**src/rtl/ex_stage_ctrl.sv**
```systemverilog
// ----------------------------------------------------------------------------
// ex_stage_ctrl
//   Execute-stage control for the PA-RISC pipeline.
//   - ID/EX latch: registers decoded operands, ALU opcode and per-instruction
//     control bits (carry use, flag write, condition select/enable/negate).
//   - PSW: architectural {Z,N,C,V} flag register. Its carry feeds back as the
//     ALU carry-in for carry-using instructions.
//   - Condition unit: evaluates the nullify/compare condition on the live ALU
//     flags and result of the instruction currently in EX.
//   - EX/MEM latch: captures result, flags and condition outcome for MEM.
//
// Ports
//   clk, reset       single rising-edge clock, synchronous active-high reset
//   stall            freeze ID/EX, EX/MEM and PSW
//   flush            turn the instruction entering EX into a bubble
//   id_*             decoded instruction from ID
//   alu_out/flags    combinational ALU response to ex_a/ex_b/ex_op/ex_ci
//   ex_*             ALU drive and EX-stage valid
//   psw_flags        architectural {Z,N,C,V}
//   mem_*            EX/MEM latch contents
// ----------------------------------------------------------------------------
module ex_stage_ctrl #(
  parameter int unsigned DATA_W = 32,
  parameter int unsigned OP_W   = 4,
  parameter int unsigned COND_W = 3
) (
  input  logic              clk,
  input  logic              reset,
  input  logic              stall,
  input  logic              flush,
  input  logic              id_valid,
  input  logic [DATA_W-1:0] id_a,
  input  logic [DATA_W-1:0] id_b,
  input  logic [OP_W-1:0]   id_op,
  input  logic              id_use_c,
  input  logic              id_set_flags,
  input  logic              id_cond_en,
  input  logic [COND_W-1:0] id_cond,
  input  logic              id_cond_neg,
  input  logic [DATA_W-1:0] alu_out,
  input  logic [3:0]        alu_flags,
  output logic [DATA_W-1:0] ex_a,
  output logic [DATA_W-1:0] ex_b,
  output logic [OP_W-1:0]   ex_op,
  output logic              ex_ci,
  output logic              ex_valid,
  output logic [3:0]        psw_flags,
  output logic              mem_valid,
  output logic [DATA_W-1:0] mem_result,
  output logic [3:0]        mem_flags,
  output logic              mem_nullify
);

  // Bit positions inside a {Z,N,C,V} flag vector.
  localparam int unsigned FZ = 3;
  localparam int unsigned FN = 2;
  localparam int unsigned FC = 1;
  localparam int unsigned FV = 0;

  // Condition selector encodings.
  localparam logic [COND_W-1:0] C_NEVER = COND_W'(0);
  localparam logic [COND_W-1:0] C_EQ    = COND_W'(1);
  localparam logic [COND_W-1:0] C_LT    = COND_W'(2);
  localparam logic [COND_W-1:0] C_LE    = COND_W'(3);
  localparam logic [COND_W-1:0] C_LTU   = COND_W'(4);
  localparam logic [COND_W-1:0] C_LEU   = COND_W'(5);
  localparam logic [COND_W-1:0] C_OV    = COND_W'(6);
  localparam logic [COND_W-1:0] C_ODD   = COND_W'(7);

  // ID/EX control latches.
  logic              ex_use_c;
  logic              ex_set_flags;
  logic              ex_cond_en;
  logic [COND_W-1:0] ex_cond;
  logic              ex_cond_neg;

  logic cond_hit;
  logic nullify_next;
  logic psw_we;

  // --------------------------------------------------------------------------
  // ID/EX latch: reset > flush > stall > load.
  // Flush leaves operands in place; only valid and control are cleared.
  // --------------------------------------------------------------------------
  always_ff @(posedge clk) begin
    if (reset) begin
      ex_valid     <= 1'b0;
      ex_a         <= '0;
      ex_b         <= '0;
      ex_op        <= '0;
      ex_use_c     <= 1'b0;
      ex_set_flags <= 1'b0;
      ex_cond_en   <= 1'b0;
      ex_cond      <= '0;
      ex_cond_neg  <= 1'b0;
    end else if (flush) begin
      ex_valid     <= 1'b0;
      ex_op        <= '0;
      ex_use_c     <= 1'b0;
      ex_set_flags <= 1'b0;
      ex_cond_en   <= 1'b0;
      ex_cond      <= '0;
      ex_cond_neg  <= 1'b0;
    end else if (!stall) begin
      ex_valid     <= id_valid;
      ex_a         <= id_a;
      ex_b         <= id_b;
      ex_op        <= id_op;
      ex_use_c     <= id_use_c;
      ex_set_flags <= id_set_flags;
      ex_cond_en   <= id_cond_en;
      ex_cond      <= id_cond;
      ex_cond_neg  <= id_cond_neg;
    end
  end

  // Carry-in reads the PSW register directly: a flag-writing instruction
  // updates PSW on the same edge its successor enters EX, so ADD;ADDC
  // back-to-back sees the fresh carry without a bypass path.
  assign ex_ci = ex_use_c & psw_flags[FC];

  // --------------------------------------------------------------------------
  // Condition evaluation on live ALU flags/result.
  // --------------------------------------------------------------------------
  always_comb begin
    cond_hit = 1'b0;
    unique case (ex_cond)
      C_NEVER: cond_hit = 1'b0;
      C_EQ:    cond_hit = alu_flags[FZ];
      C_LT:    cond_hit = alu_flags[FN] ^ alu_flags[FV];
      C_LE:    cond_hit = (alu_flags[FN] ^ alu_flags[FV]) | alu_flags[FZ];
      C_LTU:   cond_hit = ~alu_flags[FC];
      C_LEU:   cond_hit = ~alu_flags[FC] | alu_flags[FZ];
      C_OV:    cond_hit = alu_flags[FV];
      C_ODD:   cond_hit = alu_out[0];
      default: cond_hit = 1'b0;
    endcase
  end

  // NEVER with negate gives ALWAYS.
  assign nullify_next = ex_valid & ex_cond_en & (cond_hit ^ ex_cond_neg);

  // --------------------------------------------------------------------------
  // EX/MEM latch: flush does not reach this stage; stall holds it.
  // --------------------------------------------------------------------------
  always_ff @(posedge clk) begin
    if (reset) begin
      mem_valid   <= 1'b0;
      mem_result  <= '0;
      mem_flags   <= '0;
      mem_nullify <= 1'b0;
    end else if (!stall) begin
      mem_valid   <= ex_valid;
      mem_result  <= alu_out;
      mem_flags   <= alu_flags;
      mem_nullify <= nullify_next;
    end
  end

  // --------------------------------------------------------------------------
  // PSW: written only by a real, unstalled flag-setting instruction. Since EX
  // is frozen while stalled, an instruction writes PSW exactly once.
  // --------------------------------------------------------------------------
  assign psw_we = ex_valid & ex_set_flags & ~stall;

  always_ff @(posedge clk) begin
    if (reset) begin
      psw_flags <= '0;
    end else if (psw_we) begin
      psw_flags <= alu_flags;
    end
  end

endmodule

```
**config.mk**
```make
export PLATFORM = sky130hd
export DESIGN_NAME = ex_stage_ctrl
export DESIGN_NICKNAME = d
export VERILOG_FILES = /design/src/rtl/ex_stage_ctrl.sv
export SDC_FILE = /design/constraint.sdc
export NUM_CORES = 1
export LEC_CHECK = 0
export CORE_UTILIZATION = 39
export CTS_CLUSTER_DIAMETER = 50
export DETAILED_ROUTE_END_ITERATION = 7
export GPL_ROUTABILITY_DRIVEN = 1
export GPL_TIMING_DRIVEN = 1
export PLACE_DENSITY_LB_ADDON = 0.12
export SYNTH_ARGS = -nofsm -noshare
export SYNTH_HDL_FRONTEND = slang
export SYNTH_SLANG_ARGS = --single-unit
export TNS_END_PERCENT = 100
```
**constraint.sdc**
```tcl
create_clock -name clk -period 1.2 [get_ports clk]
set_input_delay 0.12 -clock clk [delete_from_list [all_inputs] [get_ports clk]]
set_output_delay 0.12 -clock clk [all_outputs]
set_load 0.005 [all_outputs]
```
==> flow_summary_export.csv, run 1 <==
group,metric,value,unit
route,drt-total-wl,12000,um
cts,hold_buffers,0,
pwr,p_per_area,1410,nW/um^2
timing,rsz0062_at_grt,"true",
timing,setup_viol,0,
logic_synthesis,syn_nets,587,
logic_synthesis,synthesis.area,4200,um^2
grt,grt_pass1_vias,4047,
route,wl_per_cell,14.0,um
logic_synthesis,synth_cell_types,23,
pwr,sw_frac_of_total,22.0,%
placement,place_hpwl,8430,um
floorplanning,ios,228,
logic_synthesis,synth-seq-cells,118,
layout,n_fill_cell,883,
logic_synthesis,synth-edff-count,0,
layout,final_common_cell,"nand2_1",
timing,drv_slew,0,
route,drc_errors,0,
worst_hold_path,whs_path_depth,4,
layout,final_core_util,66.7,%
grt,antenna_found_initial,0,
logic_synthesis,synth_cells,471,
setup_path,critPathArrivalTime,1070,ps
grt,grt_pass1_wl,19200,um
setup_path,critPathMaxFanout,3,
timing,tns,0,ps
outcome,status,"complete, no violations",
grt,track_usage,21.9,%
setup_path,crit_required,1080,ps
cts,cts_buffers,17,
layout,drive_gt1_share,25.0,%
timing,hold_violations,0,
route,vias,4010,
cts,cts_tree,"built",
layout,final_cell_mix,"nand2_1, clkdlybuf4s50_1, dfxtp_1",
layout,fin_nets,826,
setup_path,timing.rr.end,"mem_nullify",
pwr,p_sw,2.16,mW
logic_synthesis,synthFlopType,"dfxtp_1",
logic_synthesis,async_flop_share,0,%
setup_path,r2r_cells,4,
timing,skew,7.99,ps
grt,overflow,0,
cts,cts.sinks,118,
timing,finalCriticalPeriod,1190,ps
placement,gp_congestion,0.778,
route,drt_iter0_markers,195,
floorplanning,die_w,106,um
worst_hold_path,hold_path.startpoint,"stall",
floorplanning,coreArea,10400,um^2
setup_path,startpoint_type,"register",
route,first_pass_iters,6,
pwr,finalPower,9.78,mW
pwr,max-vdd-ir-drop,0.798,mV
floorplanning,start_util,40.5,%
cts,clkTransAtPathRegs,50,ps
pwr,power_frac_seq,43.1,%
route,viasPerCell,4.68,
timing,worst_pin_slew,352,ps
logic_synthesis,yosysSeqAreaShare,56.3,%
cts,cts-root-buf,"clkbuf_8",
floorplanning,die_area,11200,um^2
route,ant_nets,0,
logic_synthesis,ys_warn_count,0,
layout,diodes,0,
floorplanning,die_h,106,um
cts,htree_levels,4,
layout,area_growth,64.7,%
timing,setup_slack,8.55,ps
worst_hold_path,hold_path_class,"input port to register",
timing,slew_headroom,76.5,%
timing,post-route-period-util,99.3,%
job,maxCapViolations,0,
cts,clock_path_buffers,2,
pwr,p_comb_share,11.8,%
setup_path,cp-end-kind,"output port",
pwr,p_int,7.62,mW
setup_path,rrSetupSlack,50,ps
timing,max_freq,839,MHz
pwr,leakagePower,3.02,nW
setup_path,r2r-start,"ex_cond[1]",
pwr,p_clk_share,45.1,%
worst_hold_path,min_to,"mem_flags[2]",
grt,grt_max_degree,80,
setup_path,crit_type,"register to output port",
floorplanning,placementRows,37,
logic_synthesis,avgSynthCellArea,8.91,um^2
cts,clkLatencyLatePin,500,ps
placement,port_buffers,227,
placement,place_ws,-331,ps
-- metrics by stage --
stage | instance area, um^2 | cells | hold slack (ps)
after floorplan | 4200 | 471 | 256
after global placement | 6680 | 822 | 441
after detailed placement | 6680 | 822 | 446
after CTS | 7240 | 852 | 97.3
after global routing | 6910 | 856 | 116
final | 6910 | 856 | 105
-- worst max-delay path by stage --
stage,to,startpoint,slack (ps),depth (start not counted)
after floorplan,mem_nullify,ex_cond[1],130,4
after global placement,mem_nullify,alu_flags[0],-300,5
after detailed placement,mem_nullify,alu_flags[0],-330,5
after CTS,ex_ci,psw_flags[1],-110,2
after global routing,ex_ci,psw_flags[1],-40,2
final,ex_ci,psw_flags[1],9,2
-- cells in the mapped netlist (4+ instances only) --
| cell type | instances | area (um^2) |
|---|---|---|
| clkbuf_1 | 8 | 30.0 |
| buf_2 | 10 | 50.1 |
| nand3_1 | 4 | 20.0 |
| dfxtp_1 | 118 | 2360 |
| nand2_1 | 135 | 507 |
| buf_1 | 6 | 22.5 |
| nor2_1 | 51 | 191 |
| mux2i_1 | 50 | 500 |
| buf_4 | 7 | 52.6 |
| a21oi_1 | 69 | 345 |
-- registers in the layout (all words and copies together), names as in the netlist --
register / flops
ex_cond_en: 1
ex_a: 32
mem_valid: 1
ex_valid: 1
mem_flags: 4
ex_cond_neg: 1
ex_b: 32
ex_cond: 3
ex_use_c: 1
ex_set_flags: 1
mem_result: 32
mem_nullify: 1
psw_flags: 4
ex_op: 4
-- power groups by stage --
stage	registers, mW	logic [mW]	clock network (mW)
2_1_floorplan	4.29	0.412	0
3_3_place_gp	4.27	1.27	0
3_5_place_dp	4.28	1.28	0
4_1_cts	4.21	1.21	4.52
5_1_grt	4.23	1.26	4.72
6_report	4.21	1.15	4.41
-- critical path: stages, from the launching register on --
cell and delay (ps):
dfxtp_2 340, and2_4 140, clkbuf_2 100
-- cell type report --
class,instances,area [um^2],share of cell area (%)
Timing Repair Buffer,252,2130,30.8
Sequential cell,118,2410,34.9
Tap cell,136,170,2.46
Clock buffer,25,504,7.30
Clock inverter,4,20.0,0.290
Multi-Input combinational cell,320,1670,24.2
Inverter,1,3.75,0.0543
-- logic make-up after synthesis --
family	synth area share [%]
buffers and inverters	4.06
AOI/OAI and AO/OA	8.89
muxes	11.9
xor gates and xnor gates	0.209
DFF	56.3
and+or+nand+nor	18.6
-- layer usage --
layer / routed length, um / share of wire (%) / GRT usage, %
met5: 0 / 0 / 0
met4: 150 / 1.3 / 8.53
met3: 1060 / 8.8 / 8.72
met2: 5870 / 49 / 37.5
met1: 4890 / 41 / 24.1
-- timing repair --
| item | 4_1_cts | 5_1_grt |
|---|---|---|
| pin swaps | 0 | 0 |
| gates resized for setup | 264 | 96 |
| buffers inserted | 1 | 4 |
| endpoints found under the setup margin | 112 | 86 |
No activity file was read; power rests on OpenSTA's default activity.
==> run 2, diff against run 1 <==
Settings changed: CORE_UTILIZATION 39 to 40, CTS_BUF_LIST set to sky130_fd_sc_hd__clkbuf_8.
==> run 2 against run 1 <==
  * Worst hold slack better by 69 ps
  * Clock-buffer cell count is 7 lower
  * Power is 11% lower
  * Critical path depth is 1 lower
  * Die area is 2.5% lower
  * Sequential share of layout area is 0.51 points lower
  * Via count is 0.12% lower
  * Wire length is 3.7% lower
  * Clock power is 24% lower
  * Global-route usage is 0.54 points lower
  * Maximum frequency is 5.0% higher
  * Critical path type unchanged
  * Highest routed layer unchanged
==> flow_summary_export.csv, run 2 (synthesized netlist as in run 1, its figures left out) <==
group,metric,value,unit
cts,clkTransAtPathRegs,80,ps
timing,setup_viol,0,
setup_path,crit_required,1080,ps
timing,post-route-period-util,94.6,%
grt,track_usage,21.3,%
pwr,leakagePower,3.23,nW
route,dr.max_layer_used,"met4",
layout,reg_top3,"ex_a x32, ex_b x32, mem_result x32",
route,wl_met2,5720,um
timing,drv_slew,0,
layout,fin_nets,824,
cts,htree_levels,4,
cts,cts_buffers,17,
job,maxCapViolations,0,
route,vias,4005,
pwr,finalPower,8.71,mW
grt,grt_pass1_vias,3886,
timing,skew,8.36,ps
layout,final_common_cell,"nand2_1",
placement,place_ws,-307,ps
cts,hold_buffers,0,
timing,slew_headroom,77.4,%
pwr,p_per_area,1260,nW/um^2
grt,grt_max_degree,65,
floorplanning,die_h,104,um
floorplanning,start_util,41.0,%
route,viasPerCell,4.67,
timing,hold_violations,0,
cts,cts.sinks,118,
placement,place_hpwl,8280,um
layout,area_growth,65.4,%
route,drc_errors,0,
outcome,status,"complete, no violations",
setup_path,path_cells,"dlygate4sd2_1",
setup_path,crit_family,"flip-flops",
layout,final_core_util,67.8,%
setup_path,cpPeakStageDelay,340,ps
route,first_pass_iters,5,
timing,rsz0062_at_grt,"false",
placement,port_buffers,227,
route,drt-total-wl,11500,um
timing,setup_slack,64.8,ps
setup_path,critPathArrivalTime,1020,ps
timing,finalCriticalPeriod,1140,ps
layout,n_fill_cell,921,
route,wl_met3,1030,um
floorplanning,die_area,10900,um^2
route,wl_met1,4560,um
setup_path,crit_type,"register to output port",
route,ant_nets,0,
setup_path,cp_num_buf_inv,1,
timing,tns,0,ps
cts,clkLatencyLatePin,410,ps
timing,worst_pin_slew,339,ps
floorplanning,ios,228,
route,wl_per_cell,13.4,um
route,drt_iter0_markers,232,
setup_path,startpoint_type,"register",
placement,gp_congestion,0.801,
cts,cts-root-buf,"clkbuf_8",
pwr,max-vdd-ir-drop,0.674,mV
layout,drive_gt1_share,11.0,%
timing,max_freq,881,MHz
grt,grt_pass1_wl,18600,um
layout,final_cell_mix,"nand2_1, clkdlybuf4s50_1, dlygate4sd2_1",
setup_path,critPathMaxFanout,2,
cts,cts_tree,"built",
grt,antenna_found_initial,0,
floorplanning,coreArea,10200,um^2
floorplanning,die_w,104,um
floorplanning,placementRows,37,
worst_hold_path,hold_path_class,"input port to register",
setup_path,cpMaxStageDelayCell,"dfxtp_1",
setup_path,r2r-start,"ex_cond[1]",
setup_path,cp-end-kind,"output port",
setup_path,cp-startpoint,"psw_flags[2]",
layout,diodes,0,
grt,overflow,0,
cts,clock_path_buffers,2,
worst_hold_path,hold_path.startpoint,"stall",
[run 2: cell count changes in the layout (fill, tap and decap cells not counted), moves of 16 or more]
cell / change
dfxtp_1: +20
clkbuf_16: -16
dlygate4sd2_1: +110
clkdlybuf4s15_1: -28
dfxtp_2: -20
clkbuf_2: -64
[run 2: what timing repair did]
action                     in CTS  in global routing
setup buffers                   1                  1
setup endpoints to repair     112                  3
gates resized for setup       130                  3
[run 2: routing by layer]
metal | global-route usage, % | vias to the layer above
met5 | 0 | -
met4 | 7.24 | 0
met3 | 8.33 | 17
met2 | 36.6 | 168
met1 | 24.0 | 1806
li1 | - | 2014
[run 2: stage by stage]
stage	cell area [um^2]	instances	hold slack, ps
2_1_floorplan	4200	471	256
3_3_place_gp	6670	823	441
3_5_place_dp	6670	823	446
4_1_cts	6940	856	153
5_1_grt	6940	857	168
6_report	6940	857	174
[run 2: power by group]
group / switching [mW] / internal, mW
sequential: 0.0855 / 4.10
combinational: 0.456 / 0.703
clock: 1.66 / 1.70
[run 2: worst paths after layout]
check	end	cells after the start	slack, ps
hold / removal	ex_op[1]	4	170
setup / recovery	psw_flags[2]	1	60
hold reg to reg	ex_b[10]	2	450
setup reg to reg	mem_nullify	4	70
[run 2: cell type report]
class	count	area, um^2	share of cell area, %
timing repair buffer	250	2340	33.8
clock inverter	14	126	1.82
inverter	1	3.75	0.0541
multi-input combinational	320	1660	24.0
sequential	118	2380	34.4
clock buffer	18	248	3.57
tap	136	170	2.45
